[src/rtl/if_pc_fetch.sv]
// Fetch-stage PC generator: credit-limited in-order imem requests, fetch queue toward IF/ID,
// redirect with wrong-path squash. Define IFETCH_MISALIGN_TRAP_EN to trap misaligned redirects.
module if_pc_fetch #(
    parameter int                ADDR_W   = 32,
    parameter int                DATA_W   = 32,
    parameter logic [ADDR_W-1:0] RESET_PC = '0,
    parameter int                FQ_DEPTH = 2
) (
    input  logic              clk,
    input  logic              rst_n,
    input  logic              redirect_valid,
    input  logic [ADDR_W-1:0] redirect_pc,
    output logic              imem_req_valid,
    input  logic              imem_req_ready,
    output logic [ADDR_W-1:0] imem_req_addr,
    input  logic              imem_rsp_valid,
    input  logic [DATA_W-1:0] imem_rsp_data,
    output logic              ifid_valid,
    input  logic              ifid_ready,
    output logic [ADDR_W-1:0] ifid_pc,
    output logic [DATA_W-1:0] ifid_inst,
    output logic              misalign_err
);

    localparam int PTR_W = (FQ_DEPTH > 1) ? $clog2(FQ_DEPTH) : 1;
    localparam int CNT_W = PTR_W + 1;
    localparam logic [CNT_W:0] DEPTH_C = (CNT_W + 1)'(FQ_DEPTH);

`ifdef IFETCH_MISALIGN_TRAP_EN
    typedef enum logic [1:0] {IDLE, RUN, DRAIN, HALT} state_t;
`else
    typedef enum logic [1:0] {IDLE, RUN, DRAIN} state_t;
`endif

    state_t            state, state_nxt;
    logic [ADDR_W-1:0] pc;
    logic [CNT_W-1:0]  outstanding, outstanding_nxt;
    logic [CNT_W-1:0]  stale, stale_nxt;

    logic [ADDR_W-1:0] pf_addr [FQ_DEPTH];
    logic [PTR_W-1:0]  pf_wr, pf_rd;

    logic [ADDR_W-1:0] fq_pc   [FQ_DEPTH];
    logic [DATA_W-1:0] fq_inst [FQ_DEPTH];
    logic [PTR_W-1:0]  fq_wr, fq_rd;
    logic [CNT_W-1:0]  fq_count;

    logic              req_fire, rsp_fire, push, pop;
    logic [ADDR_W-1:0] redir_target;

    // A request is only offered when a queue slot is reserved for its response.
    assign imem_req_valid = (state == RUN) &&
                            (({1'b0, outstanding} + {1'b0, fq_count}) < DEPTH_C);
    assign imem_req_addr  = pc;
    assign req_fire       = imem_req_valid && imem_req_ready;
    assign rsp_fire       = imem_rsp_valid && (outstanding != '0);
    assign push           = rsp_fire && (stale == '0) && !redirect_valid;

    assign ifid_valid = (fq_count != '0);
    assign pop        = ifid_valid && ifid_ready;
    assign ifid_pc    = ifid_valid ? fq_pc[fq_rd]   : '0;
    assign ifid_inst  = ifid_valid ? fq_inst[fq_rd] : '0;

`ifdef IFETCH_MISALIGN_TRAP_EN
    logic redir_bad;
    assign redir_bad    = redirect_valid && (redirect_pc[1:0] != 2'b00);
    assign redir_target = redirect_pc;
`else
    assign redir_target = redirect_pc & ~ADDR_W'(3);
`endif

    always_comb begin
        outstanding_nxt = outstanding + CNT_W'(req_fire) - CNT_W'(rsp_fire);
        stale_nxt       = stale;
        state_nxt       = state;
        // Everything still in flight after a redirect, including a request firing now, is wrong-path.
        if (redirect_valid) begin
            stale_nxt = outstanding_nxt;
        end else if (rsp_fire && (stale != '0)) begin
            stale_nxt = stale - CNT_W'(1);
        end
        case (state)
            IDLE:    state_nxt = RUN;
            DRAIN:   if (stale_nxt == '0) state_nxt = RUN;
            default: state_nxt = state;
        endcase
        if (redirect_valid) begin
            state_nxt = (stale_nxt != '0) ? DRAIN : RUN;
`ifdef IFETCH_MISALIGN_TRAP_EN
            if (redir_bad || (state == HALT)) state_nxt = HALT;
`endif
        end
    end

    always_ff @(posedge clk or negedge rst_n) begin
        if (!rst_n) begin
            state       <= IDLE;
            pc          <= RESET_PC;
            outstanding <= '0;
            stale       <= '0;
        end else begin
            state       <= state_nxt;
            outstanding <= outstanding_nxt;
            stale       <= stale_nxt;
            if (redirect_valid) begin
                pc <= redir_target;
            end else if (req_fire) begin
                pc <= pc + ADDR_W'(4);
            end
        end
    end

    // The PC FIFO tracks every accepted request, so it is never flushed; stale responses pop it too.
    always_ff @(posedge clk or negedge rst_n) begin
        if (!rst_n) begin
            pf_wr <= '0;
            pf_rd <= '0;
        end else begin
            if (req_fire) pf_wr <= pf_wr + PTR_W'(1);
            if (rsp_fire) pf_rd <= pf_rd + PTR_W'(1);
        end
    end

    always_ff @(posedge clk) begin
        if (req_fire) pf_addr[pf_wr] <= pc;
        if (push) begin
            fq_pc[fq_wr]   <= pf_addr[pf_rd];
            fq_inst[fq_wr] <= imem_rsp_data;
        end
    end

    always_ff @(posedge clk or negedge rst_n) begin
        if (!rst_n) begin
            fq_wr    <= '0;
            fq_rd    <= '0;
            fq_count <= '0;
        end else if (redirect_valid) begin
            fq_wr    <= '0;
            fq_rd    <= '0;
            fq_count <= '0;
        end else begin
            if (push) fq_wr <= fq_wr + PTR_W'(1);
            if (pop)  fq_rd <= fq_rd + PTR_W'(1);
            fq_count <= fq_count + CNT_W'(push) - CNT_W'(pop);
        end
    end

`ifdef IFETCH_MISALIGN_TRAP_EN
    always_ff @(posedge clk or negedge rst_n) begin
        if (!rst_n) begin
            misalign_err <= 1'b0;
        end else if (redir_bad) begin
            misalign_err <= 1'b1;
        end
    end
`else
    assign misalign_err = 1'b0;
`endif

endmodule

[config.mk]
export PLATFORM = sky130hd
export DESIGN_NAME = if_pc_fetch
export DESIGN_NICKNAME = d
export VERILOG_FILES = /design/src/rtl/if_pc_fetch.sv
export SDC_FILE = /design/constraint.sdc
export NUM_CORES = 1
export LEC_CHECK = 0
export CORE_UTILIZATION = 47
export DETAILED_ROUTE_END_ITERATION = 8
export PLACE_DENSITY = 0.73
export SYNTH_ARGS = -nofsm -noshare
export SYNTH_HDL_FRONTEND = slang
export SYNTH_SLANG_ARGS = --single-unit
[constraint.sdc]
create_clock -name clk -period 3.7 [get_ports clk]
set_clock_uncertainty 0.1 [all_clocks]
set_input_delay 0.37 -clock clk [delete_from_list [all_inputs] [get_ports clk]]
set_output_delay 0.37 -clock clk [all_outputs]
set_load 0.1 [all_outputs]
* After elaboration in Yosys (flattened, before gate mapping) *
Memory sizes are Yosys's and may differ from the RTL's.
Cells that the tools add are included.

storage, ports and cells
  bits in registers = 44
  RAM bits = 192
  word-level logic and storage cells = 66
  memories = 3

cells by class
  add/sub/neg operators = 11
  magnitude comparators = 1
  equality and inequality tests = 3
  muxes and demuxes = 19
  reductions and logical operators = 20

memories
  memory   depth  bits a word  rd ports  clocked after Yosys merged registers in  wr ports  RTL line  text
  fq_inst  2      32           1         0                                        1         44        logic [DATA_W-1:0] fq_inst [FQ_DEPTH];
  fq_pc    2      32           1         0                                        1         43        logic [ADDR_W-1:0] fq_pc [FQ_DEPTH];
  pf_addr  2      32           1         0                                        1         40        logic [ADDR_W-1:0] pf_addr [FQ_DEPTH];

operators with widths
  cell                                                                          number
  32-bit two-way mux                                                            4
  32-bit by 3-bit adder with 32-bit output, second input constant               1
  2-bit nonzero test                                                            7
  2-bit two-way mux                                                             6
  1-bit two-way mux                                                             8
  1-bit logical AND                                                             7
  2-bit logical NOT                                                             3
  1-bit adder, second input constant                                            4
  2-bit by 1-bit adder with 2-bit output                                        2
  2-bit case mux with 2 select lines                                            1
  2-bit by 1-bit subtractor with 2-bit output                                   2
  2-bit by 2-bit adder with 3-bit output                                        1
  3-bit by 2-bit less-than comparator with 1-bit output, second input constant  1
  3-bit != test, second input constant                                          1
  3-bit nonzero test                                                            1
  2-bit by 1-bit == test with 1-bit output, second input constant               1
  2-bit == test, second input constant                                          1
  2-bit AND reduction                                                           1
  2-bit by 1-bit subtractor with 2-bit output, second input constant            1
  1-bit logical NOT                                                             1

* Logic depth before layout (Yosys ltp) *
  depth in word-level cells = 11
  mapped depth = 12

* Worst setup path after synthesis *
No wires, ideal clock.

  path kind = input to register
  from = in redirect_valid
  to = mem fq_inst[0][0] (enable)
  library setup time = 482 ps
  data arrival time = 3456 ps
  required time = 3118 ps
  slack = -339 ps
  stages = 4
  path buffers = 1
  path through = inv_1 > clkbuf_1 > nand3_1 > nor2_1

between the ends
  longest elaborated chain between the ends = 4

RTL lines
  element                                  RTL line  text
  start: declaration                       11        input logic redirect_valid,
  1-bit logical NOT                        57        assign push = rsp_fire && (stale == '0) && !redirect_valid;
  1-bit logical AND                        57
  1-bit two-way mux                        126       if (push) begin
  1-bit two-way mux (implied by the code)  128       fq_inst[fq_wr] <= imem_rsp_data;
  end: declaration                         44

No other way between the ends.

* Worst setup path in the final report *
  from = reg fq_count[0]
  to = reg state[0]

between the ends
  longest elaborated chain between the ends = 10
  elaborated cells on any way between the ends = 13

RTL lines
  element                                                                           RTL line  text
  start: declaration                                                                46        logic [CNT_W-1:0] fq_count;
  start signal: assignment                                                          144       fq_count <= fq_count + CNT_W'(push) - CNT_W'(pop);
  2-bit by 2-bit adder with 3-bit output (*)                                        53        (({1'b0, outstanding} + {1'b0, fq_count}) < DEPTH_C);
  3-bit by 2-bit less-than comparator with 1-bit output (*)                         53
  1-bit logical AND (*)                                                             52        assign imem_req_valid = (state == RUN) &&
  1-bit logical AND (*)                                                             55        assign req_fire = imem_req_valid && imem_req_ready;
  2-bit by 1-bit adder with 2-bit output (*)                                        73        outstanding_nxt = outstanding + CNT_W'(req_fire) - CNT_W'(rsp_fire);
  2-bit by 1-bit subtractor with 2-bit output (*)                                   73
  named net outstanding_nxt[1]                                                      37        logic [CNT_W-1:0] outstanding, outstanding_nxt;
  2-bit two-way mux (*)                                                             77        if (redirect_valid) begin
  2-bit logical NOT / 2-bit nonzero test (equally long branches)                    84, 88
  3-bit != test (no source line) / 2-bit two-way mux (equally long branches)        n/a
  2-bit AND reduction (no source line) / 2-bit two-way mux (equally long branches)  n/a
  end signal: assignment                                                            102       state <= state_nxt;
  end: declaration                                                                  35        state_t state, state_nxt;

The timed path passes the listed nets; every way through them passes the cells marked *.
A chain may end at the register's enable or synchronous reset.

==> impl_metrics.prom <==
# TYPE chip_impl_metric gauge
chip_impl_metric{name="synth_warnings",unit=""} 0
chip_impl_metric{name="drv_slew",unit=""} 0
chip_impl_info{name="grt_setup_unrepaired",value="false"} 1
chip_impl_metric{name="maxCapViolations",unit=""} 0
chip_impl_metric{name="number_of_antenna_violations_at_the_first_check_in_global_routing",unit=""} 0
chip_impl_metric{name="fp-row-count",unit=""} 51
chip_impl_metric{name="grt_start_max_net_pins",unit=""} 63
chip_impl_metric{name="antenna_cells",unit=""} 0
chip_impl_metric{name="fmax",unit="GHz"} 0.327
chip_impl_metric{name="clkLatencyLatePin",unit="ps"} 490
chip_impl_metric{name="edff_count_synth",unit=""} 184
chip_impl_info{name="worst_hold_path_type",value="in -> reg"} 1
chip_impl_metric{name="power.share.clock",unit=""} 0.210
chip_impl_metric{name="detailed_place_hpwl",unit="mm"} 12.5
chip_impl_metric{name="numCtsBuffers",unit=""} 22
chip_impl_metric{name="comb_power_share",unit=""} 0.470
chip_impl_metric{name="powerDensity",unit="nW/um2"} 889
chip_impl_metric{name="floorplan.io_pins",unit=""} 169
chip_impl_metric{name="numClockSinks",unit=""} 226
chip_impl_metric{name="via_per_inst",unit=""} 5.37
chip_impl_info{name="startpoint_type",value="flip-flop"} 1
chip_impl_metric{name="numPlacedInstances",unit=""} 1052
chip_impl_metric{name="synthesis.area",unit="um2"} 9390
chip_impl_metric{name="globalRoute.totalOverflow",unit=""} 0
chip_impl_metric{name="period_needed",unit="ps"} 3060
chip_impl_metric{name="synth.yosys.seq_area_share",unit=""} 0.700
chip_impl_metric{name="drt_pass1_iterations",unit=""} 4
chip_impl_metric{name="vias_in_the_first_global_route",unit=""} 5893
chip_impl_metric{name="power.ir.vdd_worst",unit="V"} 0.000586
chip_impl_metric{name="summed_negative_setup_slack_over_all_endpoints",unit="ps"} 0
chip_impl_info{name="commonest_non_fill_non_tap_cell_in_the_layout",value="edfxtp_1"} 1
chip_impl_metric{name="hold_viol_final",unit=""} 0
chip_impl_metric{name="ctsResizeCount",unit=""} 0
chip_impl_info{name="tritoncts",value="yes"} 1
chip_impl_metric{name="area.sequential",unit="um2"} 6580
chip_impl_info{name="outcome",value="complete, no violations"} 1
chip_impl_info{name="clock-root-buffer",value="clkbuf_16"} 1
chip_impl_metric{name="utilization",unit=""} 0.609
chip_impl_metric{name="vias",unit=""} 5864
chip_impl_metric{name="cts.repair_timing.setup_buffer_count",unit=""} 0
chip_impl_metric{name="worst-slew-pin-transition",unit="ps"} 1040
chip_impl_metric{name="p_switching",unit="W"} 0.00497
chip_impl_metric{name="syn_to_final_growth",unit="%"} 26.7
chip_impl_metric{name="synth_async_sr_flop_share",unit=""} 0.186
chip_impl_metric{name="power.sequential.fraction",unit=""} 0.320
chip_impl_metric{name="p_int",unit="W"} 0.00561
chip_impl_metric{name="ys_ff_latch",unit=""} 226
chip_impl_metric{name="final_cells",unit=""} 1093
chip_impl_metric{name="detail_route.drc_violations",unit=""} 0
chip_impl_metric{name="grt_use_total",unit=""} 0.196
chip_impl_metric{name="n_fill_cell",unit=""} 1502
chip_impl_metric{name="wl_per_cell",unit="um"} 17.9
chip_impl_metric{name="start_util",unit=""} 0.481
chip_impl_metric{name="power_switching_share",unit=""} 0.470
chip_impl_metric{name="report.final.setup_viol",unit=""} 0
chip_impl_metric{name="p_leak",unit="nW"} 4.17
chip_impl_metric{name="drt-initial-drc-count",unit=""} 351
chip_impl_metric{name="height_of_the_chip",unit="um"} 143
chip_impl_info{name="mostFrequentLayoutCells",value="184 x edfxtp_1, 96 x clkdlybuf4s50_1, 88 x nor2_1"} 1
chip_impl_metric{name="arrival_time_reported_for_the_critical_path_endpoint",unit="ps"} 3390
chip_impl_metric{name="postSynthCellCount",unit=""} 647
chip_impl_metric{name="timing.final.crit_share",unit=""} 0.826
chip_impl_metric{name="worst_slew_margin_rel",unit=""} 0.304
chip_impl_metric{name="postCtsHoldBufs",unit=""} 1
chip_impl_metric{name="clock_tree.htree_level_count",unit=""} 1
chip_impl_metric{name="port-buffer-count",unit=""} 161
chip_impl_metric{name="cp_data_required_time",unit="ps"} 4030
chip_impl_info{name="worst_setup_path_class",value="reg -> reg"} 1
chip_impl_info{name="yosys_most_used_dff",value="edfxtp_1"} 1
chip_impl_metric{name="clkTransAtPathRegs",unit="ps"} 60
chip_impl_metric{name="crit_path_max_fanout",unit=""} 5
chip_impl_metric{name="wire_length_of_the_first_global_routing_pass",unit="mm"} 30.9
chip_impl_metric{name="wl",unit="mm"} 19.5
chip_impl_metric{name="ctsLongestPathBuffers",unit=""} 3
chip_impl_metric{name="gp_routability_congestion",unit=""} 0.847
chip_impl_metric{name="layout-drive-gt1-share",unit=""} 0.182
chip_impl_metric{name="synth.avg_cell_area",unit="um2"} 14.5
chip_impl_metric{name="coreArea",unit="um2"} 19500
chip_impl_metric{name="final_net_count",unit=""} 889
chip_impl_metric{name="ys_types",unit=""} 47
chip_impl_metric{name="ant_nets",unit=""} 0
chip_impl_metric{name="power.total",unit="W"} 0.0106
chip_impl_metric{name="dieArea",unit="um2"} 20500
chip_impl_metric{name="dieWidth",unit="um"} 143
chip_impl_info{name="worstSetupEndpointType",value="flip-flop"} 1
chip_impl_metric{name="multi_input_area",unit="um2"} 2640
## Yosys cell counts (all sizes together) (4+ instances only)
cell,instances,share of area
or4,17,0.014
mux2i,63,0.067
ha,6,0.0080
nor3,4,0.0021
buf,18,0.011
edfxtp,184,0.59
o31ai,13,0.010
xor2,8,0.0075
nand4,15,0.012
inv,10,0.0040
xnor2,8,0.0075
nand3,13,0.0069
nor2,92,0.037
a31oi,16,0.011
dfrtp,42,0.11
and3,6,0.0040
mux2,30,0.036
and2,4,0.0027
nand2,25,0.010
clkbuf,20,0.0080
o21ai,19,0.010
## sequential cells by signal, summed over array words and instances, names as in the netlist
| name | flops |
|---|---|
| fq_rd | 1 |
| fq_wr | 1 |
| fq_count | 2 |
| outstanding | 2 |
| stale | 2 |
| pf_rd | 1 |
| state | 2 |
| imem_req_addr | 30 |
| pf_wr | 1 |
| pf_addr | 60 |
| fq_inst | 64 |
| fq_pc | 60 |
## per-stage QoR
stage / setup WS (ps) / area [um2] / hold WS [ps]
finish: 643 / 11900 / 342
floorplan: -339 / 9410 / -25.6
CTS: 629 / 11900 / 329
detailed placement: 650 / 11200 / 416
global placement: 709 / 11200 / 402
global route: 406 / 11900 / 343
## power by group through the flow
stage          clock (W)  combinational (W)  sequential [W]
2_1_floorplan          0            0.00380         0.00354
4_1_cts          0.00228            0.00501         0.00339
6_report         0.00222            0.00497         0.00339
5_1_grt          0.00238            0.00519         0.00343
3_5_place_dp           0            0.00499         0.00344
3_3_place_gp           0            0.00494         0.00342
## area by class of cell
| cell class | count | area share |
|---|---|---|
| Clock buffer | 32 | 0.0538 |
| Clock inverter | 8 | 0.00768 |
| Inverter | 10 | 0.00315 |
| Multi-Input combinational cell | 377 | 0.222 |
| Sequential cell | 226 | 0.553 |
| Tap cell | 265 | 0.0279 |
| Timing Repair Buffer | 175 | 0.133 |
## layer usage
layer,part of all wire,global-route usage
met1,0.42,0.254
met2,0.50,0.336
met3,0.061,0.0317
met4,0.019,0.0638
met5,0,0
## cell families after synthesis
kind of cell | synth area share
flip-flops | 0.700
AND/OR/NAND/NOR | 0.106
multiplexers | 0.103
AO/OA/AOI/OAI | 0.0418
buffers and inverters | 0.0228
XOR/XNOR | 0.0149
adder cells (fa/ha/maj) | 0.0101
other | 0.000399
## critical path, stage by stage (launching register included)
cell	delay, ps
dfrtp_1	420
and2_1	170
fa_1	480
nor4b_4	320
nand2_1	220
ha_1	350
inv_1	40
ha_1	170
xnor2_1	130
xnor2_1	150
o21ai_0	260
o41a_1	190
## final timing paths
path / end / depth (start not counted) / startpoint / slack, ps
setup / recovery: state[0]$_DFFE_PN0P_ / 11 / fq_count[0]$_DFF_PN0_ / 640
hold / removal: imem_req_addr[7]$_DFFE_PN0N_ / 3 / redirect_pc[7] / 340
setup reg to reg: state[0]$_DFFE_PN0P_ / 11 / fq_count[0]$_DFF_PN0_ / 640
hold reg to reg: pf_wr$_DFFE_PN0P_ / 1 / pf_wr$_DFFE_PN0P_ / 420
max in group asynchronous: fq_rd$_DFFE_PN0P_ / 2 / rst_n / 2320
min in group asynchronous: imem_req_addr[11]$_DFFE_PN0N_ / 2 / rst_n / 470
No activity file was read; power rests on OpenSTA's default activity.
